<file path="src/rtl/calc_pkg.sv">
// Shared types and key codes for the calculator controller slice.
package calc_pkg;

    typedef enum logic [1:0] {
        S_A    = 2'd0,
        S_B    = 2'd1,
        S_EXEC = 2'd2,
        S_RES  = 2'd3
    } state_t;

    typedef enum logic [2:0] {
        OP_ADD = 3'd0,
        OP_SUB = 3'd1,
        OP_MUL = 3'd2,
        OP_AND = 3'd3,
        OP_OR  = 3'd4
    } alu_op_t;

    localparam logic [4:0] K_ADD = 5'h10;
    localparam logic [4:0] K_MUL = 5'h11;
    localparam logic [4:0] K_AND = 5'h12;
    localparam logic [4:0] K_EXE = 5'h13;
    localparam logic [4:0] K_SUB = 5'h14;
    localparam logic [4:0] K_OR  = 5'h15;
    localparam logic [4:0] K_CE  = 5'h16;
    localparam logic [4:0] K_CLR = 5'h17;

    function automatic logic is_op_key(input logic [4:0] k);
        return (k == K_ADD) || (k == K_SUB) || (k == K_MUL) ||
               (k == K_AND) || (k == K_OR);
    endfunction

    function automatic alu_op_t key_to_op(input logic [4:0] k);
        case (k)
            K_SUB:   return OP_SUB;
            K_MUL:   return OP_MUL;
            K_AND:   return OP_AND;
            K_OR:    return OP_OR;
            default: return OP_ADD;
        endcase
    endfunction

endpackage

</file>
<file path="src/rtl/calc_ctrl_if.sv">
// Keypad and ALU handshake bundle; master is the controller, slave the keypad/ALU side.
interface calc_ctrl_if #(parameter int NDIG = 4);
    import calc_pkg::*;

    logic                key_valid;
    logic [4:0]          key_val;
    logic                alu_start;
    logic [4*NDIG-1:0]   alu_a;
    logic [4*NDIG-1:0]   alu_b;
    alu_op_t             alu_op;
    logic                alu_done;
    logic [4*NDIG-1:0]   alu_result;

    modport master (
        input  key_valid, key_val, alu_done, alu_result,
        output alu_start, alu_a, alu_b, alu_op
    );

    modport slave (
        output key_valid, key_val, alu_done, alu_result,
        input  alu_start, alu_a, alu_b, alu_op
    );

endinterface

</file>
<file path="src/rtl/operand_shreg.sv">
// One operand register: BCD/hex digit shift-in, whole-value load, digit count and full flag.
module operand_shreg #(
    parameter int NDIG = 4,
    parameter int CW   = $clog2(NDIG + 1)
) (
    input  logic              clk,
    input  logic              rst,
    input  logic              clr,
    input  logic              load,
    input  logic [4*NDIG-1:0] load_val,
    input  logic [CW-1:0]     load_cnt,
    input  logic              shift,
    input  logic [3:0]        digit,
    output logic [4*NDIG-1:0] val,
    output logic [CW-1:0]     cnt,
    output logic              full
);

    localparam int W = 4 * NDIG;

    assign full = (cnt == CW'(NDIG));

    // Clear wins over load, load over shift; the caller gates shift with full.
    always_ff @(posedge clk or posedge rst) begin
        if (rst) begin
            val <= '0;
            cnt <= '0;
        end else if (clr) begin
            val <= '0;
            cnt <= '0;
        end else if (load) begin
            val <= load_val;
            cnt <= load_cnt;
        end else if (shift) begin
            val <= (val << 4) | W'(digit);
            cnt <= cnt + CW'(1);
        end
    end

endmodule

</file>
<file path="src/rtl/calc_ctrl.sv">
// Calculator key-entry controller: builds operands from keypresses, drives the ALU, tracks results.
module calc_ctrl
    import calc_pkg::*;
#(
    parameter int NDIG = 4,
    parameter int TMO  = 255
) (
    input  logic              clk,
    input  logic              rst,
    calc_ctrl_if.master       bus,
    input  logic              dec_mode,
    output logic              restriction,
    output logic [4*NDIG-1:0] disp_val,
    output logic [1:0]        state,
    output logic              err
);

    localparam int W  = 4 * NDIG;
    localparam int CW = $clog2(NDIG + 1);
    localparam int TW = $clog2(TMO + 1);

    state_t          st;
    alu_op_t         op;
    logic            start_r;
    logic            primed;
    logic [TW-1:0]   tmo_cnt;

    logic            key_dig, dig_ok, key_op, key_exe, key_ce, key_clr, mode_chg, tmo_hit;
    logic            a_clr, a_load, a_shift, b_clr, b_shift;
    logic [W-1:0]    a_load_val, a_val, b_val;
    logic [CW-1:0]   a_load_cnt, a_cnt_unused, b_cnt;
    logic            a_full, b_full;

    assign key_dig  = bus.key_valid && !bus.key_val[4];
    assign dig_ok   = key_dig && !(dec_mode && (bus.key_val[3:0] > 4'd9));
    assign key_op   = bus.key_valid && is_op_key(bus.key_val);
    assign key_exe  = bus.key_valid && (bus.key_val == K_EXE);
    assign key_ce   = bus.key_valid && (bus.key_val == K_CE);
    assign key_clr  = bus.key_valid && (bus.key_val == K_CLR);
    assign mode_chg = primed && (restriction != dec_mode);
    assign tmo_hit  = (tmo_cnt == TW'(TMO - 1));

    // Operand register controls; a mode change or timeout wipes both operands.
    always_comb begin
        a_clr      = 1'b0;
        a_load     = 1'b0;
        a_load_val = '0;
        a_load_cnt = '0;
        a_shift    = 1'b0;
        b_clr      = 1'b0;
        b_shift    = 1'b0;
        if (mode_chg) begin
            a_clr = 1'b1;
            b_clr = 1'b1;
        end else begin
            case (st)
                S_A: begin
                    a_shift = dig_ok && !a_full;
                    a_clr   = key_ce || key_clr;
                    b_clr   = key_op || key_clr;
                end
                S_B: begin
                    b_shift = dig_ok && !b_full;
                    a_clr   = key_clr;
                    b_clr   = key_ce || key_clr;
                end
                S_EXEC: begin
                    if (bus.alu_done) begin
                        a_load     = 1'b1;
                        a_load_val = bus.alu_result;
                        a_load_cnt = CW'(NDIG);
                    end else if (tmo_hit) begin
                        a_clr = 1'b1;
                        b_clr = 1'b1;
                    end
                end
                S_RES: begin
                    a_load     = dig_ok;
                    a_load_val = W'(bus.key_val[3:0]);
                    a_load_cnt = CW'(1);
                    a_clr      = key_ce || key_clr;
                    b_clr      = key_op || key_clr;
                end
                default: ;
            endcase
        end
    end

    operand_shreg #(.NDIG(NDIG)) u_a (
        .clk(clk), .rst(rst), .clr(a_clr), .load(a_load), .load_val(a_load_val),
        .load_cnt(a_load_cnt), .shift(a_shift), .digit(bus.key_val[3:0]),
        .val(a_val), .cnt(a_cnt_unused), .full(a_full)
    );

    operand_shreg #(.NDIG(NDIG)) u_b (
        .clk(clk), .rst(rst), .clr(b_clr), .load(1'b0), .load_val('0),
        .load_cnt('0), .shift(b_shift), .digit(bus.key_val[3:0]),
        .val(b_val), .cnt(b_cnt), .full(b_full)
    );

    // Main FSM; the first cycle out of reset only syncs restriction without a clear.
    always_ff @(posedge clk or posedge rst) begin
        if (rst) begin
            st          <= S_A;
            op          <= OP_ADD;
            start_r     <= 1'b0;
            err         <= 1'b0;
            restriction <= 1'b0;
            primed      <= 1'b0;
            tmo_cnt     <= '0;
        end else begin
            restriction <= dec_mode;
            primed      <= 1'b1;
            start_r     <= 1'b0;
            if (bus.key_valid)
                err <= 1'b0;
            if (mode_chg) begin
                st      <= S_A;
                op      <= OP_ADD;
                tmo_cnt <= '0;
            end else begin
                case (st)
                    S_A: begin
                        if (key_op) begin
                            op <= key_to_op(bus.key_val);
                            st <= S_B;
                        end else if (key_clr) begin
                            op <= OP_ADD;
                        end
                    end
                    S_B: begin
                        if (key_clr) begin
                            op <= OP_ADD;
                            st <= S_A;
                        end else if (key_op && b_cnt == '0) begin
                            op <= key_to_op(bus.key_val);
                        end else if (key_exe && b_cnt != '0) begin
                            start_r <= 1'b1;
                            tmo_cnt <= '0;
                            st      <= S_EXEC;
                        end
                    end
                    S_EXEC: begin
                        if (bus.alu_done) begin
                            tmo_cnt <= '0;
                            st      <= S_RES;
                        end else if (tmo_hit) begin
                            err     <= 1'b1;
                            op      <= OP_ADD;
                            tmo_cnt <= '0;
                            st      <= S_A;
                        end else begin
                            tmo_cnt <= tmo_cnt + TW'(1);
                        end
                    end
                    S_RES: begin
                        if (key_clr) begin
                            op <= OP_ADD;
                            st <= S_A;
                        end else if (key_op) begin
                            op <= key_to_op(bus.key_val);
                            st <= S_B;
                        end else if (dig_ok || key_ce) begin
                            st <= S_A;
                        end
                    end
                    default: st <= S_A;
                endcase
            end
        end
    end

    assign bus.alu_start = start_r;
    assign bus.alu_a     = a_val;
    assign bus.alu_b     = b_val;
    assign bus.alu_op    = op;
    assign state         = st;
    assign disp_val      = (st == S_B && b_cnt != '0) ? b_val : a_val;

endmodule

</file>
<file path="src/flat_wrapper.sv">
// flat-port wrapper written by rule: the top's interface ports become plain ports
module calc_ctrl_flat import calc_pkg::*;
#(
    parameter int NDIG = 4,
    parameter int TMO  = 255
)
  (clk, rst, dec_mode, restriction, disp_val, state, err, bus_key_valid, bus_key_val, bus_alu_done, bus_alu_result, bus_alu_start, bus_alu_a, bus_alu_b, bus_alu_op);
  calc_ctrl_if #(.NDIG(NDIG)) bus_i ();
  input  logic clk;
  input  logic rst;
  input  logic dec_mode;
  output logic restriction;
  output logic [4*NDIG-1:0] disp_val;
  output logic [1:0] state;
  output logic err;
  input wire logic [$bits(bus_i.key_valid)-1:0] bus_key_valid;
  input wire logic [$bits(bus_i.key_val)-1:0] bus_key_val;
  input wire logic [$bits(bus_i.alu_done)-1:0] bus_alu_done;
  input wire logic [$bits(bus_i.alu_result)-1:0] bus_alu_result;
  output wire logic [$bits(bus_i.alu_start)-1:0] bus_alu_start;
  output wire logic [$bits(bus_i.alu_a)-1:0] bus_alu_a;
  output wire logic [$bits(bus_i.alu_b)-1:0] bus_alu_b;
  output wire logic [$bits(bus_i.alu_op)-1:0] bus_alu_op;
  assign bus_i.key_valid = bus_key_valid;
  assign bus_i.key_val = bus_key_val;
  assign bus_i.alu_done = bus_alu_done;
  assign bus_i.alu_result = bus_alu_result;
  assign bus_alu_start = bus_i.alu_start;
  assign bus_alu_a = bus_i.alu_a;
  assign bus_alu_b = bus_i.alu_b;
  assign bus_alu_op = bus_i.alu_op;
  calc_ctrl #(.NDIG(NDIG), .TMO(TMO)) u_core (.clk(clk), .rst(rst), .bus(bus_i), .dec_mode(dec_mode), .restriction(restriction), .disp_val(disp_val), .state(state), .err(err));
endmodule
</file>
<file path="config.mk">
export PLATFORM = sky130hd
export DESIGN_NAME = calc_ctrl_flat
export DESIGN_NICKNAME = d
export VERILOG_FILES = /design/src/rtl/calc_pkg.sv /design/src/rtl/calc_ctrl_if.sv /design/src/rtl/operand_shreg.sv /design/src/rtl/calc_ctrl.sv /design/src/flat_wrapper.sv
export SDC_FILE = /design/constraint.sdc
export NUM_CORES = 1
export LEC_CHECK = 0
export ABC_AREA = 1
export CORE_MARGIN = 4
export CORE_UTILIZATION = 50
export DETAILED_ROUTE_END_ITERATION = 8
export GPL_ROUTABILITY_DRIVEN = 0
export PLACE_DENSITY = 0.82
export SKIP_LAST_GASP = 1
export SLEW_MARGIN = 20
export SYNTH_ARGS = -nofsm -noshare
export SYNTH_HDL_FRONTEND = slang
export SYNTH_HIERARCHICAL = 1
export SYNTH_SLANG_ARGS = --single-unit
</file>
<file path="constraint.sdc">
create_clock -name clk -period 3.91 [get_ports clk]
set_input_delay 0.782 -clock clk [delete_from_list [all_inputs] [get_ports clk]]
set_output_delay 0.782 -clock clk [all_outputs]
set_load 0.03 [all_outputs]
</file>
==> reports/qor_table.md <==
| Result | This run | Unit |
|---|---|---|
| Run status | completed | - |
| Bufs on Longest Clock Path | 2 | - |
| Hold_sp | u_core/bus.alu_op[0]$_DFFE_PP0P_ | - |
| Detailed-route wire length | 10100 | um |
| Met1 track demand over resource | 31.3 | % |
| Classification of the worst-slack hold path | reg -> reg | - |
| Post-CTS resize count | 0 | - |
| Sum of overflow across all layers after global routing | 0 | - |
| R2r startpoint | u_core/state[0]$_DFFE_PP0P_ | - |
| Setup TNS | 0 | ps |
| # diodes | 0 | - |
| Antenna Nets Post-Route | 0 | - |
| Source-to-sink clock delay at the later pin of the worst-skew pair | 310 | ps |
| GR Util met2 | 37.2 | % |
| Total routing resource utilization after global routing | 22.7 | % |
| Largest net degree at the start of global routing | 35 | - |
| Critical path class | reg -> out | - |
| Gate Count Post-Synth | 541 | - |
| R2R cell count | 11 | - |
| Final setup margin | 451 | ps |
| Number of distinct library cells after synthesis | 34 | - |
| Largest fanout on the critical path | 16 | - |
| Number of top-level design ports | 82 | - |
| CP Data Required Time | 3130 | ps |
| Vias per std cell | 4.97 | - |
| H-tree depth | 2 | - |
| Worst Hold End | u_core/bus.alu_op[0]$_DFFE_PP0P_ | - |
| Detailed-route via count | 3665 | - |
| Power density normalized to cell area | 480 | mW/mm^2 |
| CP Data Arrival Time | 2680 | ps |
| Port bufs | 81 | - |
| Fraction of layout instances using a drive strength above 1 | 12.2 | % |
| HPWL after detailed placement | 7800 | um |
| Unrepaired setup endpoints after global routing | no | - |
| Number of hold violations in the final report | 0 | - |
| Reg2Reg Capture Point | u_core/u_a/val[12]$_DFFE_PP0P_ | - |
| Initial antenna violation count | 0 | - |
| Final Skew | 5.16 | ps |
| Worst slew margin | 48.2 | % |
| Commonest non-fill, non-tap cells in the layout | sky130_fd_sc_hd__nand2_1, sky130_fd_sc_hd__inv_1, sky130_fd_sc_hd__clkdlybuf4s50_1 | - |
| Static power due to leakage | 2.36 | nW |
| Cells taking the most area after synthesis | sky130_fd_sc_hd__dfrtp_1, sky130_fd_sc_hd__nand2_1, sky130_fd_sc_hd__inv_1, sky130_fd_sc_hd__o21ai_2, sky130_fd_sc_hd__o21ai_0 | - |
| Cts hold-fix bufs | 0 | - |
| Worst Setup Slack post-DPL | 619 | ps |
| Synth warnings | 6 | - |
| Die Y-Extent | 95.9 | um |
| Detailed Route Iter0 Violations | 238 | - |
| Number of setup buffers added after CTS | 0 | - |
| Root Buffer | sky130_fd_sc_hd__clkbuf_8 | - |
| Number of filler cells placed in the layout | 626 | - |
| Worst Max-Slew Pin Slew | 777 | ps |
| Vias in the first global route | 3380 | - |
| Routed length per instance | 13.7 | um |
| CTS tree | built | - |
| Cell area after synthesis | 0.00386 | mm^2 |
| Post-Synthesis Mean Instance Area | 7.14 | um^2 |
| Period utilisation layout | 88.5 | % |
| Type of element launching the critical path | register | - |
| Sequential standard cell area | 0.00138 | mm^2 |
| Fin nets | 675 | - |
| Maximum clock frequency | 289 | MHz |
| Die width | 95.9 | um |
| Post-layout min period | 3460 | ps |
| Peak supply drop | 288 | uV |
| Slew Limit Fails | 0 | - |
| Seq/Total Area, Yosys | 35.6 | % |
| Most common cell after layout, fill and taps aside | sky130_fd_sc_hd__nand2_1 | - |
| Critical Path End Type | output pin | - |
| Area of the core | 0.00737 | mm^2 |
| Area growth from synthesis to layout | 26.5 | % |
| Iteration count of the initial detailed-routing pass | 5 | - |
| Area fraction of the dominant cell type after synthesis | 35.6 | % |
| Area of the die | 0.00920 | mm^2 |
| Min-Delay Path Depth | 2 | - |
| Cell type contributing the most total cell area after synthesis | sky130_fd_sc_hd__dfrtp_1 | - |
| First-pass GRT wire length | 16400 | um |
| # DRC | 0 | - |
| Number of rows created at floorplan | 31 | - |
| Reg clk slew, reported paths | 100 | ps |
| Most utilized layer in the global route result | met2 | - |
| Initial core utilization | 52.4 | % |
| R2R setup slack | 1320 | ps |
| Met3 GRT Util | 3.21 | % |
| Total setup violations reported at the end of the flow | 0 | - |
| Post-synthesis register bit count | 55 | - |
| TritonCTS sink count | 55 | - |
| Multi-input gate area in the final layout | 0.00212 | mm^2 |
| Maximum Capacitance Violations | 0 | - |
| Clock buffer count from CTS | 5 | - |
## metrics by stage
stage	cells	total power (W)	utilization, %	area (um^2)	hold slack [ps]
after floorplan	561	0.00162	-	3940	492
after global placement	730	0.00198	65.1	4800	469
after detailed placement	730	0.00201	65.1	4800	484
after CTS	737	0.00235	66.4	4890	508
after global routing	737	0.00250	66.4	4890	531
final	737	0.00235	66.4	4890	499
## how the worst max path moves through the flow
stage	cells past startpoint	endpoint	startpoint	slack, ps
6_report	5	disp_val[1]	u_core/state[1]$_DFFE_PP0P_	450
5_1_grt	5	disp_val[1]	u_core/state[1]$_DFFE_PP0P_	330
4_1_cts	5	disp_val[1]	u_core/state[1]$_DFFE_PP0P_	450
3_5_place_dp	14	u_core/u_a/val[12]$_DFFE_PP0P_	bus_key_val[2]	620
3_3_place_gp	14	u_core/u_a/cnt[2]$_DFFE_PP0P_	bus_key_val[2]	690
2_1_floorplan	5	disp_val[10]	u_core/state[1]$_DFFE_PP0P_	1390
## cells in the mapped netlist, drive strengths merged
master	n
clkinv	1
and2	1
dfrtp	55
nand4	2
buf	15
mux2	16
nand2	191
conb	2
a31oi	2
a22o	1
nor2	52
nand3	13
nor3	6
nand3b	2
nor4	1
o21ai	70
a21oi	13
ha	11
inv	87
## state kept, by name, indices dropped and copies added (netlist names)
name,flops
u_core/bus.alu_op,3
u_core/bus.alu_start,1
u_core/err,1
u_core/primed,1
u_core/restriction,1
u_core/state,2
u_core/tmo_cnt,8
u_core/u_a/cnt,3
u_core/u_a/val,16
u_core/u_b/cnt,3
u_core/u_b/val,16
## final cells by class
class | count | share of cell area, %
inverters | 88 | 6.86
repair buffers | 85 | 17.2
well taps | 99 | 2.53
flip-flops and latches | 55 | 28.1
multi-input cells | 403 | 43.4
clock buffers | 6 | 1.69
clock inverters | 1 | 0.179
## power by group
group	internal, W	total, W	switching, W	leakage [nW]
combinational	0.000449	0.00125	0.000803	1.56
clock	0.000143	0.000336	0.000192	0.0477
sequential	0.000661	0.000758	0.0000972	0.749
total	0.00125	0.00235	0.00109	2.36
## layer usage
layer  share of wire, %  vias to the layer above
met5                  0                        -
met4                1.2                        0
met3                4.8                       10
met2                 49                      110
met1                 45                     1707
li1                   -                     1838
## cells by family (layout without fill, tap and decap cells)
logic type	Yosys count	after routing	synth area share, %
flip-flops	55	55	35.6
AO/OA/AOI/OAI	86	86	13.8
adder cells (fa/ha/maj)	11	11	3.56
buffers and inverters	103	180	11.4
other	2	22	0.194
multiplexers	16	16	4.66
AND/OR/NAND/NOR	268	268	30.8
## critical path: stages, from the launching register on
cell                              delay (ps)
sky130_fd_sc_hd__dfrtp_1                 450
sky130_fd_sc_hd__inv_1                   120
sky130_fd_sc_hd__ha_1                    220
sky130_fd_sc_hd__nand2_1                 520
sky130_fd_sc_hd__mux2_2                  420
sky130_fd_sc_hd__clkdlybuf4s50_1         620
(Power assumes the default switching activity.)
